$ cat src/rtl/uart_rx_param.sv
// Oversampled UART receiver with majority-vote bit decisions, optional parity,
// 1 or 2 stop bits, break lockout and a valid/ready output holding register.
module uart_rx_param #(
   parameter int DATA_BITS   = 7,
   parameter int OVERSAMPLE  = 8,
   parameter int PARITY_MODE = 0,
   parameter int STOP_BITS   = 1
) (
   input  logic                 clk,
   input  logic                 rst,
   input  logic                 ena,
   input  logic                 rx,
   input  logic                 ready_in,
   output logic [DATA_BITS-1:0] data_out,
   output logic                 valid_out,
   output logic                 parity_err_out,
   output logic                 frame_err_out,
   output logic                 overrun_out,
   output logic [2:0]           state_out
);

   localparam int CW = (OVERSAMPLE > 1) ? $clog2(OVERSAMPLE) : 1;
   localparam int BW = (DATA_BITS > 1) ? $clog2(DATA_BITS) : 1;

   localparam logic [2:0] S_IDLE   = 3'd0;
   localparam logic [2:0] S_START  = 3'd1;
   localparam logic [2:0] S_DATA   = 3'd2;
   localparam logic [2:0] S_PARITY = 3'd3;
   localparam logic [2:0] S_STOP   = 3'd4;

   localparam logic [CW-1:0] CNT_HALF  = CW'(OVERSAMPLE / 2 - 1);
   localparam logic [CW-1:0] CNT_LAST  = CW'(OVERSAMPLE - 1);
   localparam logic [BW-1:0] BIT_LAST  = BW'(DATA_BITS - 1);
   localparam logic          STOP_LAST = (STOP_BITS == 2);
   localparam logic          ODD_PAR   = (PARITY_MODE == 2);
   localparam logic          HAS_PAR   = (PARITY_MODE != 0);

   logic                 r_sync1, r_sync2;
   logic [1:0]           r_hist;
   logic [2:0]           r_state;
   logic [CW-1:0]        r_cnt;
   logic [BW-1:0]        r_bitcnt;
   logic                 r_stopcnt;
   logic [DATA_BITS-1:0] r_shift;
   logic                 r_par_err;
   logic                 r_frm_acc;
   logic                 r_armed;

   logic [DATA_BITS-1:0] r_data;
   logic                 r_valid, r_perr, r_ferr, r_ovr;

   logic w_maj, w_bit_end, w_deliver, w_frame_err, w_accept;

   // Majority over the two previous tick samples plus the current one.
   assign w_maj       = (r_hist[1] & r_hist[0]) | (r_hist[1] & r_sync2) | (r_hist[0] & r_sync2);
   assign w_bit_end   = ena && (r_cnt == CNT_LAST);
   assign w_deliver   = w_bit_end && (r_state == S_STOP) && (r_stopcnt == STOP_LAST);
   assign w_frame_err = r_frm_acc | ~w_maj;
   assign w_accept    = r_valid & ready_in;

   always_ff @(posedge clk) begin
      if (rst) begin
         r_sync1   <= 1'b1;
         r_sync2   <= 1'b1;
         r_hist    <= 2'b11;
         r_state   <= S_IDLE;
         r_cnt     <= '0;
         r_bitcnt  <= '0;
         r_stopcnt <= 1'b0;
         r_shift   <= '0;
         r_par_err <= 1'b0;
         r_frm_acc <= 1'b0;
         r_armed   <= 1'b1;
      end else begin
         r_sync1 <= rx;
         r_sync2 <= r_sync1;
         if (ena) begin
            r_hist <= {r_hist[0], r_sync2};
            case (r_state)
               S_IDLE: begin
                  r_cnt <= '0;
                  // After a frame error, wait for the line to go high before listening again.
                  if (!r_armed) begin
                     if (r_sync2) r_armed <= 1'b1;
                  end else if (!r_sync2) begin
                     r_state <= S_START;
                  end
               end
               S_START: begin
                  if (r_cnt == CNT_HALF) begin
                     r_cnt    <= '0;
                     r_bitcnt <= '0;
                     r_state  <= w_maj ? S_IDLE : S_DATA;
                  end else begin
                     r_cnt <= r_cnt + CW'(1);
                  end
               end
               S_DATA: begin
                  if (r_cnt == CNT_LAST) begin
                     r_cnt    <= '0;
                     r_shift  <= {w_maj, r_shift[DATA_BITS-1:1]};
                     r_bitcnt <= r_bitcnt + BW'(1);
                     if (r_bitcnt == BIT_LAST) begin
                        r_bitcnt  <= '0;
                        r_stopcnt <= 1'b0;
                        r_frm_acc <= 1'b0;
                        r_par_err <= 1'b0;
                        r_state   <= HAS_PAR ? S_PARITY : S_STOP;
                     end
                  end else begin
                     r_cnt <= r_cnt + CW'(1);
                  end
               end
               S_PARITY: begin
                  if (r_cnt == CNT_LAST) begin
                     r_cnt     <= '0;
                     r_par_err <= (^r_shift) ^ w_maj ^ ODD_PAR;
                     r_state   <= S_STOP;
                  end else begin
                     r_cnt <= r_cnt + CW'(1);
                  end
               end
               S_STOP: begin
                  if (r_cnt == CNT_LAST) begin
                     r_cnt     <= '0;
                     r_stopcnt <= r_stopcnt + 1'b1;
                     if (!w_maj) r_frm_acc <= 1'b1;
                     if (r_stopcnt == STOP_LAST) begin
                        r_state <= S_IDLE;
                        if (w_frame_err) r_armed <= 1'b0;
                     end
                  end else begin
                     r_cnt <= r_cnt + CW'(1);
                  end
               end
               default: r_state <= S_IDLE;
            endcase
         end
      end
   end

   // Output holding register; runs every cycle independent of ena.
   always_ff @(posedge clk) begin
      if (rst) begin
         r_data  <= '0;
         r_valid <= 1'b0;
         r_perr  <= 1'b0;
         r_ferr  <= 1'b0;
         r_ovr   <= 1'b0;
      end else if (w_deliver) begin
         if (r_valid && !ready_in) begin
            r_ovr <= 1'b1;
         end else begin
            r_data  <= r_shift;
            r_perr  <= r_par_err;
            r_ferr  <= w_frame_err;
            r_valid <= 1'b1;
            if (w_accept) r_ovr <= 1'b0;
         end
      end else if (w_accept) begin
         r_valid <= 1'b0;
         r_ovr   <= 1'b0;
      end
   end

   assign data_out       = r_data;
   assign valid_out      = r_valid;
   assign parity_err_out = r_perr;
   assign frame_err_out  = r_ferr;
   assign overrun_out    = r_ovr;
   assign state_out      = r_state;

endmodule

$ cat config.mk
export PLATFORM = sky130hd
export DESIGN_NAME = uart_rx_param
export DESIGN_NICKNAME = d
export VERILOG_FILES = /design/src/rtl/uart_rx_param.sv
export SDC_FILE = /design/constraint.sdc
export NUM_CORES = 1
export LEC_CHECK = 0
export ABC_AREA = 1
export BUFFER_PORTS_ARGS = -buffer_cell sky130_fd_sc_hd__clkbuf_2
export CAP_MARGIN = 30
export CORE_MARGIN = 2
export CORE_UTILIZATION = 50
export DETAILED_ROUTE_END_ITERATION = 10
export GPL_TIMING_DRIVEN = 0
export PLACE_DENSITY = 0.72
export SLEW_MARGIN = 40
export SYNTH_ARGS = -nofsm -noshare
export SYNTH_HDL_FRONTEND = slang
export SYNTH_SLANG_ARGS = --single-unit
$ cat constraint.sdc
create_clock -name clk -period 1.6 [get_ports clk]
set_input_delay 0.08 -clock clk [delete_from_list [all_inputs] [get_ports clk]]
set_output_delay 0.08 -clock clk [all_outputs]
set_load 0.02 [all_outputs]
======== Yosys cells after proc, flatten, opt, wreduce, memory -nomap -nowiden ========
Cells that the tools add are included.
Widths: inputs -> output; s select.
storage, ports and cells
  output and inout bits ................... 14
  word-level logic and storage cells ...... 110
  register bits ........................... 35
  input port bits ......................... 5
cells by class
  reductions and logical operators ........ 24
  equal/unequal tests ..................... 18
  multiplexer cells ....................... 38
  add/sub/neg operators ................... 3
  bitwise logic cells ..................... 11
operator list
  kind                 number
  $mux 3               13
  $ne 2x2->1 const B   10
  $mux 1               17
  $pmux 3 s5           1
  $reduce_and 5->1     3
  $reduce_bool 2->1    5
  $eq 3x2->1 const B   3
  $eq 3x3->1 const B   3
  $pmux 3 s3           1
  $reduce_and 9->1     1
  $pmux 1 s2           4
  $reduce_xor 7->1     1
  $add 3x1->3 const B  2
  $pmux 3 s2           1
  $reduce_and 2->1     3
  $reduce_and 6->1     1
  $and 1x1->1          4
  $logic_and 1x1->1    4
  $reduce_and 4->1     1
  $eq 3x1->1 const B   1
  $logic_not 3->1      1
  $not 1->1            3
  $or 1x1->1           3
  $reduce_and 3->1     1
  other kinds (7)      7

======== Depth between registers and ports, before layout ========
Gate-level depths: netlist of run 1.
  word-level depth ........................ 9
  depth in mapped cells ................... 10

======== Worst setup path after synthesis of run 1 ========
Ideal clock, no wire load.
  path type ............................... register to register
  start point ............................. register r_cnt[0]
  end point ............................... register r_data[5] (netlist: data_out[5])
  data arrival time ....................... 1.424 ns
  setup time .............................. 0.066 ns
  path buffers ............................ 1
  data required time ...................... 1.534 ns
  stages on the path, launching flop included .. 10
  path slack .............................. 0.110 ns
  cells stage by stage .................... dfxtp_1 -> ha_1 -> ha_1 -> nand2_1 -> nor2_2 -> nand2_4 -> nor2_8 -> buf_6 -> o21ai_2 -> a21oi_2
on the way
  word-level cells in the longest chain between the ends .. 5
ends and longest elaborated chain
  item                             RTL line  source
  start, declared                  41        logic [CW-1:0] r_cnt;
  start signal, assigned           95        r_cnt <= r_cnt + CW'(1);
  start signal, assigned           111       r_cnt <= r_cnt + CW'(1);
  start signal, assigned           120       r_cnt <= r_cnt + CW'(1);
  $eq 3x3->1                       56        assign w_bit_end = ena && (r_cnt == CNT_LAST);
  $logic_and 1x1->1                56
  $logic_and 1x1->1 (2 in series)  57        assign w_deliver = w_bit_end && (r_state == S_STOP) && (r_stopcnt == STOP_LAST);
  $reduce_and 2->1 (no line)       --
  end signal, assigned             154       r_data <= r_shift;
  end, declared                    49        logic [DATA_BITS-1:0] r_data;
No other way between the ends.
A chain may end at the register's enable or synchronous reset.

======== Worst setup path after layout of run 1 ========
  start point ............................. register r_cnt[0]
  end point ............................... register r_data[3] (netlist: data_out[3])
The elaborated chain is that of the path after synthesis.

==> results.json, run 1 <==
{
  "synthXorXnorAreaFrac": 0,
  "post-route-period-util": 0.956,
  "drt-initial-drc-count": 82,
  "setup_violations": 0,
  "grt_max_degree": 11,
  "cpPeakStageDelay_ns": 0.38,
  "cts_buffers": 5,
  "clock_latency_ns": 0.35,
  "power.density_mw_per_mm2": 852,
  "routedWlPerCell_microns": 11.3,
  "register_area_sq_um": 708,
  "dpl.cell_count": 308,
  "worstPathMaxFanout": 7,
  "critPathSlowestCell": "dfxtp_4",
  "initial_core_util": 0.525,
  "synth_nets": 254,
  "path_cells": "ha_4 -> ha_4 -> nand2_4 -> nor2_4 -> nand2_4 -> nor2_8 -> bufbuf_16 -> a21oi_1",
  "fp.dieH_microns": 63.2,
  "min_path_type": "input pin to flop",
  "synth.distinct_cells": 28,
  "synth.mux.area_fraction": 0,
  "place_area_sq_mm": 0.00190,
  "cp_num_buf_inv": 1,
  "synth_fa_ha_area_frac": 0.0415,
  "crit_end": "data_out[3]",
  "reg2reg_depth": 8,
  "synth_top_family_by_area": "simple AND/OR/NAND/NOR gates",
  "avgSynthCellArea_sq_um": 7.17,
  "grt_overflow_total": 0,
  "dieArea_sq_mm": 0.00399,
  "maxSlewHeadroom": 0.666,
  "startpoint": "r_cnt[0]",
  "final_nets": 287,
  "grt_pass1_vias": 1497,
  "cts.sinks": 35,
  "nFillCells": 310,
  "grt_first_pass_wirelength_microns": 6390,
  "drv_cap": 0,
  "gr-usage-all-layers": 0.201,
  "final_common_cell": "nand2_1",
  "diodes": 0,
  "fin_worst_skew_ns": 0.00733,
  "final_cells": 324,
  "synth-seq-cells": 35,
  "start_kind": "flop",
  "max-vdd-ir-drop_mv": 0.619,
  "r2r_slack_ns": 0.07,
  "pre_cts_ws_ns": -0.158,
  "max_freq_mhz": 653,
  "path_clk_slew_ns": 0.10,
  "io_pins": 19,
  "yosys_warnings": 0,
  "drt_drc_violations_left": 0,
  "worst_path_dominant_cell_family": "simple AND/OR/NAND/NOR gates",
  "first_pass_iters": 4,
  "design_power_total_mw": 1.81,
  "cts_max_level": 2,
  "setup_ws_ns": 0.0696,
  "drt.antenna.violating_nets": 0,
  "synth_cells": 244,
  "cp.required_ns": 1.84,
  "holdCritStartpoint": "rst",
  "maxSlewViolCount": 0,
  "core.rowCount": 21,
  "status": "finished, final reports clean",
  "synth-simple-area-share": 0.274,
  "clk_root_buffer_cell": "clkbuf_4",
  "leakage_nw": 0.984,
  "clock_path_buffers": 2,
  "crit_cells": 8,
  "finalHoldViolCount": 0,
  "synth_compound_gate_area_share": 0.190,
  "area_growth_pct": 21.4,
  "syn_area_sq_mm": 0.00175,
  "numPortBuffers": 18,
  "wirelength_microns": 3670,
  "layout_common_cells": "nand2_1, dfxtp_1, inv_1, a21oi_1, o21ai_0",
  "multi_input_area_sq_um": 936,
  "end_kind": "flop",
  "core_area_sq_mm": 0.00334,
  "post-route-cell-area_sq_mm": 0.00213,
  "arrival_ns": 1.77,
  "fp.dieW_microns": 63.2,
  "gp_congestion": 0.871,
  "tightestPinTransition_ns": 0.501,
  "r2r-start": "r_cnt[0]",
  "yosysSeqAreaShare": 0.400,
  "antenna_found_initial": 0,
  "path_class": "flop to flop",
  "dp_hpwl_microns": 2640,
  "r2r_end": "data_out[3]",
  "fin_crit_ns": 1.53,
  "num_vias": 1627,
  "cts_tree": "built",
  "viasPerCell": 5.02,
  "layout-drive-gt1-share": 0.270
}
cells by family after synthesis:
kind of cell    after synthesis
compound gates               60
fa+ha+maj                     6
buf+inv                      41
flops                        35
simple gates                102
synth_stat cells:
library cell | count | area share
maj3_1 | 1 | 0.0057
a21oi_2 | 3 | 0.015
nor3_1 | 1 | 0.0029
nand2_2 | 7 | 0.025
a21oi_1 | 25 | 0.071
nand3_4 | 1 | 0.010
o21bai_1 | 1 | 0.0043
o21ai_0 | 19 | 0.054
nand2_1 | 53 | 0.11
ha_1 | 5 | 0.036
a211oi_1 | 1 | 0.0043
nand3_1 | 13 | 0.037
o21ai_1 | 6 | 0.017
or2_2 | 2 | 0.0071
clkinv_1 | 1 | 0.0021
nor2_2 | 5 | 0.018
dfxtp_1 | 35 | 0.40
nor2_8 | 1 | 0.011
inv_2 | 7 | 0.015
nor3_2 | 1 | 0.0057
a31oi_1 | 1 | 0.0036
o21ai_2 | 4 | 0.020
nand2_4 | 1 | 0.0064
buf_4 | 1 | 0.0043
nor2_1 | 17 | 0.036
clkbuf_1 | 3 | 0.0064
inv_1 | 28 | 0.060
buf_6 | 1 | 0.0064
layout make-up:
type,count,area share
sequential,35,0.333
clock buffer,8,0.0324
tap,46,0.0271
timing repair buffer,26,0.0859
buffer,5,0.0177
multi-input combinational,168,0.440
inverter,36,0.0636
worst min-delay path by stage:
stage | endpoint | cells after the start
after floorplan | overrun_out | 1
after global placement | r_sync1 | 2
after detailed placement | r_sync1 | 2
after CTS | r_hist[0] | 3
after global routing | r_hist[1] | 3
final | r_bitcnt[2] | 4
power breakdown:
group | switching (mW) | internal (mW)
Clock | 0.287 | 0.258
Combinational | 0.203 | 0.116
Sequential | 0.0404 | 0.906
per-stage QoR:
stage	TNS, ns	utilization	hold WS (ns)
finish	0	0.637	0.0693
global route	-0.00190	0.637	0.105
CTS	0	0.629	0.0557
detailed placement	-1.21	0.569	0.270
global placement	-0.861	0.569	0.262
floorplan	0	-	0.180
worst min-delay path, stage by stage:
cell and delay, ns:
clkbuf_2 0.09, inv_1 0.07, o21ai_2 0.10, a21oi_2 0.03
metal layers:
| layer | wire length [microns] | track usage | vias up |
|---|---|---|---|
| met3 | 153 | 0.0536 | 6 |
| li1 | - | - | 852 |
| met2 | 1650 | 0.319 | 28 |
| met5 | 0 | 0 | - |
| met1 | 1820 | 0.258 | 741 |
| met4 | 51 | 0.0842 | 0 |
registers in the layout, summed over array words and instances, names as in the netlist:
signal / count
r_armed: 1
r_frm_acc: 1
r_stopcnt: 1
r_sync1: 1
r_sync2: 1
parity_err_out: 1
data_out: 7
r_par_err: 1
r_hist: 2
r_shift: 7
valid_out: 1
overrun_out: 1
frame_err_out: 1
state_out: 3
r_bitcnt: 3
r_cnt: 3
timing repair:
action | 4_1_cts | 5_1_grt
setup buffers | 4 | 1
hold endpoints to repair | 2 | 0
pin swaps | 3 | 7
endpoints found under the setup margin | 17 | 14
hold buffers | 3 | 0
gates resized for setup | 9 | 11
gates cloned | 1 | 0
(Power assumes the default switching activity.)
==> run 2: changes to the inputs <==
--- a/config.mk
+++ b/config.mk
@@ -8,7 +8,7 @@
 export ABC_AREA = 1
 export BUFFER_PORTS_ARGS = -buffer_cell sky130_fd_sc_hd__clkbuf_2
 export CAP_MARGIN = 30
-export CORE_MARGIN = 2
+export CORE_MARGIN = 3
 export CORE_UTILIZATION = 50
 export DETAILED_ROUTE_END_ITERATION = 10
 export GPL_TIMING_DRIVEN = 0
==> results.json, run 2 (synthesis gave the netlist of run 1 again) <==
{
  "dp_hpwl_microns": 2590,
  "fin_worst_skew_ns": 0.0117,
  "num_vias": 1598,
  "first_pass_iters": 4,
  "crit_cells": 8,
  "final_nets": 285,
  "clock_latency_ns": 0.36,
  "antenna_found_initial": 0,
  "drt.antenna.violating_nets": 0,
  "drt_drc_violations_left": 0,
  "finalHoldViolCount": 0,
  "setup_ws_ns": 0.0825,
  "numPortBuffers": 18,
  "dpl.cell_count": 306,
  "combPwrFrac": 0.150,
  "initial_core_util": 0.546,
  "critPathSlowestCell": "dfxtp_2",
  "core_area_sq_mm": 0.00320,
  "cts_max_level": 2,
  "min_path_type": "input pin to flop",
  "clk_root_buffer_cell": "clkbuf_4",
  "path_cells": "ha_4 -> ha_4 -> nand2_2 -> nor2_4 -> nand2_4 -> nor2_8 -> bufbuf_16 -> a21oi_1",
  "end_kind": "flop",
  "fp.dieW_microns": 65.2,
  "cts_tree": "built",
  "wirelength_microns": 3640,
  "viasPerCell": 4.99,
  "p_int_mw": 1.50,
  "arrival_ns": 1.78,
  "maxSlewHeadroom": 0.652,
  "cp_num_buf_inv": 1,
  "post-route-period-util": 0.948,
  "final_cells": 320,
  "register_area_sq_um": 706,
  "tightestPinTransition_ns": 0.522,
  "clock_path_buffers": 2,
  "p_sw_mw": 0.549,
  "start_kind": "flop",
  "multi_input_area_sq_um": 927,
  "max_freq_mhz": 659,
  "layout_common_cells": "nand2_1, dfxtp_1, inv_1, a21oi_1, o21ai_0",
  "path_class": "flop to flop",
  "cpPeakStageDelay_ns": 0.37,
  "drv_cap": 0,
  "max-vdd-ir-drop_mv": 0.635,
  "fp.dieH_microns": 65.2,
  "cts_buffers": 5,
  "drt-initial-drc-count": 91,
  "grt_first_pass_wirelength_microns": 6240,
  "swShare": 0.268,
  "routedWlPerCell_microns": 11.4,
  "diodes": 0,
  "grt_max_degree": 12,
  "worstHoldPathCells": 3,
  "leakage_nw": 0.971,
  "grt_overflow_total": 0,
  "grt_pass1_vias": 1460,
  "path_clk_slew_ns": 0.11,
  "gp_congestion": 0.847,
  "core.rowCount": 20,
  "final_common_cell": "nand2_1",
  "pre_cts_ws_ns": -0.108,
  "pwr-share-seq": 0.461,
  "cp_common_cell": "ha_4",
  "nFillCells": 290,
  "status": "finished, final reports clean",
  "power.density_mw_per_mm2": 965,
  "area_growth_pct": 21.4,
  "cts.sinks": 35,
  "io_pins": 19,
  "gr-usage-all-layers": 0.191,
  "worstPathMaxFanout": 6,
  "cp.required_ns": 1.86,
  "maxSlewViolCount": 0,
  "dieArea_sq_mm": 0.00425,
  "layout-drive-gt1-share": 0.254,
  "worst_path_dominant_cell_family": "simple AND/OR/NAND/NOR gates",
  "fin_tns_setup_ns": 0,
  "clkPwrFrac": 0.389,
  "setup_violations": 0,
  "reg2reg_depth": 8,
  "fin_crit_ns": 1.52
}
-- run 2: metrics by stage --
step                power [mW]   util  hold WS [ns]  instance area [sq um]
finish                    2.05  0.664        0.0465                   2130
global placement          1.25  0.592         0.262                   1900
floorplan                 1.18      -         0.180                   1750
detailed placement        1.25  0.592         0.265                   1900
global route              2.16  0.664        0.0723                   2130
CTS                       2.04  0.660        0.0532                   2110
-- run 2: area by class of cell --
cell class              count  share of cell area
clock inverters             2              0.0283
well taps                  44              0.0259
clock buffers               6              0.0194
plain buffers               5              0.0159
repair buffers             24              0.0789
flip-flops and latches     35               0.332
multi-input cells         168               0.436
inverters                  36              0.0636
-- run 2: worst paths after layout --
| check | from | end | slack [ns] |
|---|---|---|---|
| setup / recovery | r_cnt[1] | data_out[2] | 0.08 |
| hold / removal | ena | r_hist[1] | 0.05 |
| setup reg to reg | r_cnt[1] | data_out[2] | 0.08 |
| hold reg to reg | r_sync1 | r_sync2 | 0.42 |
-- run 2: power by group through the flow --
stage / Sequential, mW / Combinational [mW] / Clock, mW
finish: 0.945 / 0.307 / 0.798
global route: 0.951 / 0.356 / 0.849
CTS: 0.942 / 0.301 / 0.802
detailed placement: 0.957 / 0.291 / 0
global placement: 0.957 / 0.290 / 0
floorplan: 0.966 / 0.216 / 0
-- run 2: worst register-to-register path, delay by kind of cell, from the launching register on --
| family | cells | cell delay [ns] |
|---|---|---|
| buffers and inverters | 1 | 0.28 |
| adders and majority gates | 2 | 0.30 |
| DFF | 1 | 0.37 |
| AOI/OAI and AO/OA | 1 | 0.06 |
| and+or+nand+nor | 4 | 0.42 |
-- run 2: timing repair --
item / CTS / global route
buffers inserted: 2 / 0
setup endpoints to repair: 12 / 12
pin swaps: 2 / 3
hold endpoints to repair: 2 / 0
gates cloned: 1 / 0
resized for setup: 9 / 4
hold buffers: 3 / 0
-- run 2: layer usage --
layer  share of wire  up-vias  global-route usage
li1                -      842                   -
met1            0.51      716               0.255
met2            0.42       35               0.292
met3           0.057        5              0.0667
met4           0.012        0              0.0544
met5               0        -                   0
==> run 3: changes to the inputs <==
--- a/config.mk
+++ b/config.mk
@@ -12,6 +12,7 @@
 export CORE_UTILIZATION = 50
 export DETAILED_ROUTE_END_ITERATION = 10
 export GPL_TIMING_DRIVEN = 0
+export MAX_ROUTING_LAYER = met4
 export PLACE_DENSITY = 0.72
 export SLEW_MARGIN = 40
 export SYNTH_ARGS = -nofsm -noshare
==> results.json, run 3 (synthesis gave the netlist of run 1 again) <==
{
  "leakage_nw": 0.971,
  "power.density_mw_per_mm2": 961,
  "path_cells": "ha_4 -> ha_4 -> nand2_2 -> nor2_4 -> nand2_4 -> nor2_8 -> bufbuf_16 -> a21oi_1",
  "cts.sinks": 35,
  "final_nets": 285,
  "cp_common_cell": "ha_4",
  "viasPerCell": 5.01,
  "final_common_cell": "nand2_1",
  "cts_buffers": 5,
  "post-route-cell-area_sq_mm": 0.00213,
  "gp_congestion": 0.860,
  "end_kind": "flop",
  "combPwrFrac": 0.151,
  "num_vias": 1603,
  "met2_usage": 0.292,
  "worstPathMaxFanout": 6,
  "io_pins": 19,
  "dp_hpwl_microns": 2590,
  "grt_use_met1": 0.255,
  "cts_max_level": 2,
  "core_area_sq_mm": 0.00320,
  "critPathSlowestCell": "dfxtp_2",
  "gr-usage-all-layers": 0.195,
  "clock_latency_ns": 0.35,
  "maxSlewViolCount": 0,
  "max-vdd-ir-drop_mv": 0.634,
  "path_class": "flop to flop",
  "drt-initial-drc-count": 94,
  "tightestPinTransition_ns": 0.521,
  "clock_path_buffers": 2,
  "finalHoldViolCount": 0,
  "setup_violations": 0,
  "cp.required_ns": 1.85,
  "pwr-share-seq": 0.463,
  "grt_first_pass_wirelength_microns": 6240,
  "clkPwrFrac": 0.387,
  "routedWlPerCell_microns": 11.4,
  "cpPeakStageDelay_ns": 0.37,
  "start_kind": "flop",
  "drv_cap": 0,
  "fp.dieW_microns": 65.2,
  "layout_common_cells": "nand2_1, dfxtp_1, inv_1, a21oi_1, o21ai_0",
  "diodes": 0,
  "grt_pass1_vias": 1460,
  "antenna_found_initial": 0,
  "p_int_mw": 1.50,
  "core.rowCount": 20,
  "area_growth_pct": 21.4,
  "fin_worst_skew_ns": 0.0122,
  "numPortBuffers": 18,
  "drt.antenna.violating_nets": 0,
  "clk_root_buffer_cell": "clkbuf_4",
  "pre_cts_ws_ns": -0.108,
  "first_pass_iters": 4,
  "initial_core_util": 0.546,
  "path_clk_slew_ns": 0.11,
  "p_sw_mw": 0.541,
  "setup_ws_ns": 0.0858,
  "place_area_sq_mm": 0.00190,
  "grt_max_degree": 12,
  "fin_crit_ns": 1.51,
  "max_freq_mhz": 660,
  "min_path_type": "input pin to flop",
  "drt_drc_violations_left": 0,
  "arrival_ns": 1.76,
  "cts_tree": "built",
  "wirelength_microns": 3640,
  "maxSlewHeadroom": 0.653,
  "grt_util_met3": 0.0615,
  "grt_overflow_total": 0,
  "dieArea_sq_mm": 0.00425,
  "grt.busiest_layer": "met2",
  "layout-drive-gt1-share": 0.254,
  "fp.dieH_microns": 65.2,
  "status": "finished, final reports clean",
  "swShare": 0.265,
  "post-route-period-util": 0.946
}
-- run 3: cell counts in the layout (fill, tap and decap cells not counted) --
No cell type changed its count.
-- run 3: what timing repair did --
item                                    in CTS  in global routing
gates cloned                                 1                  0
buffers inserted                             2                  0
endpoints found under the setup margin      12                 12
resized for setup                            9                  4
pin swaps                                    2                  3
hold buffers                                 3                  0
endpoints found under the hold margin        2                  0
-- run 3: power groups by stage --
stage / logic [mW] / registers [mW] / clock network (mW)
2_1_floorplan: 0.216 / 0.966 / 0
3_3_place_gp: 0.290 / 0.957 / 0
3_5_place_dp: 0.291 / 0.957 / 0
4_1_cts: 0.301 / 0.942 / 0.802
5_1_grt: 0.356 / 0.951 / 0.846
6_report: 0.308 / 0.945 / 0.790
-- run 3: area by class of cell --
cell class | instances | area [sq um]
Buffer | 5 | 33.8
Clock buffer | 6 | 41.3
Clock inverter | 2 | 60.1
Fill cell | 290 | 1080
Inverter | 36 | 135
Multi-Input combinational cell | 168 | 927
Sequential cell | 35 | 706
Tap cell | 44 | 55.1
Timing Repair Buffer | 24 | 168
-- run 3: per-layer routing --
metal,part of all wire,vias up
li1,-,846
met1,0.51,709
met2,0.43,42
met3,0.054,6
met4,0.011,0
met5,0,-
-- run 3: stage by stage --
stage	instances	util	total power, mW	setup TNS, ns	hold WS (ns)
5_1_grt	320	0.664	2.15	-0.00453	0.0770
3_3_place_gp	306	0.592	1.25	-0.866	0.262
2_1_floorplan	244	-	1.18	0	0.180
6_report	320	0.664	2.04	0	0.0596
4_1_cts	320	0.660	2.04	0	0.0532
3_5_place_dp	306	0.592	1.25	-0.753	0.265
-- run 3: final timing paths --
path	to	depth (start not counted)	slack (ns)	from
max	data_out[2]	8	0.09	r_cnt[1]
min	r_hist[1]	3	0.06	ena
max reg2reg	data_out[2]	8	0.09	r_cnt[1]
min reg2reg	r_sync2	1	0.42	r_sync1
-- run 3: critical path: cells and delay by family, from the launching register on --
kind,cells,cell delay [ns]
compound gates,1,0.06
fa+ha+maj,2,0.30
buf+inv,1,0.27
flops,1,0.37
simple gates,4,0.42
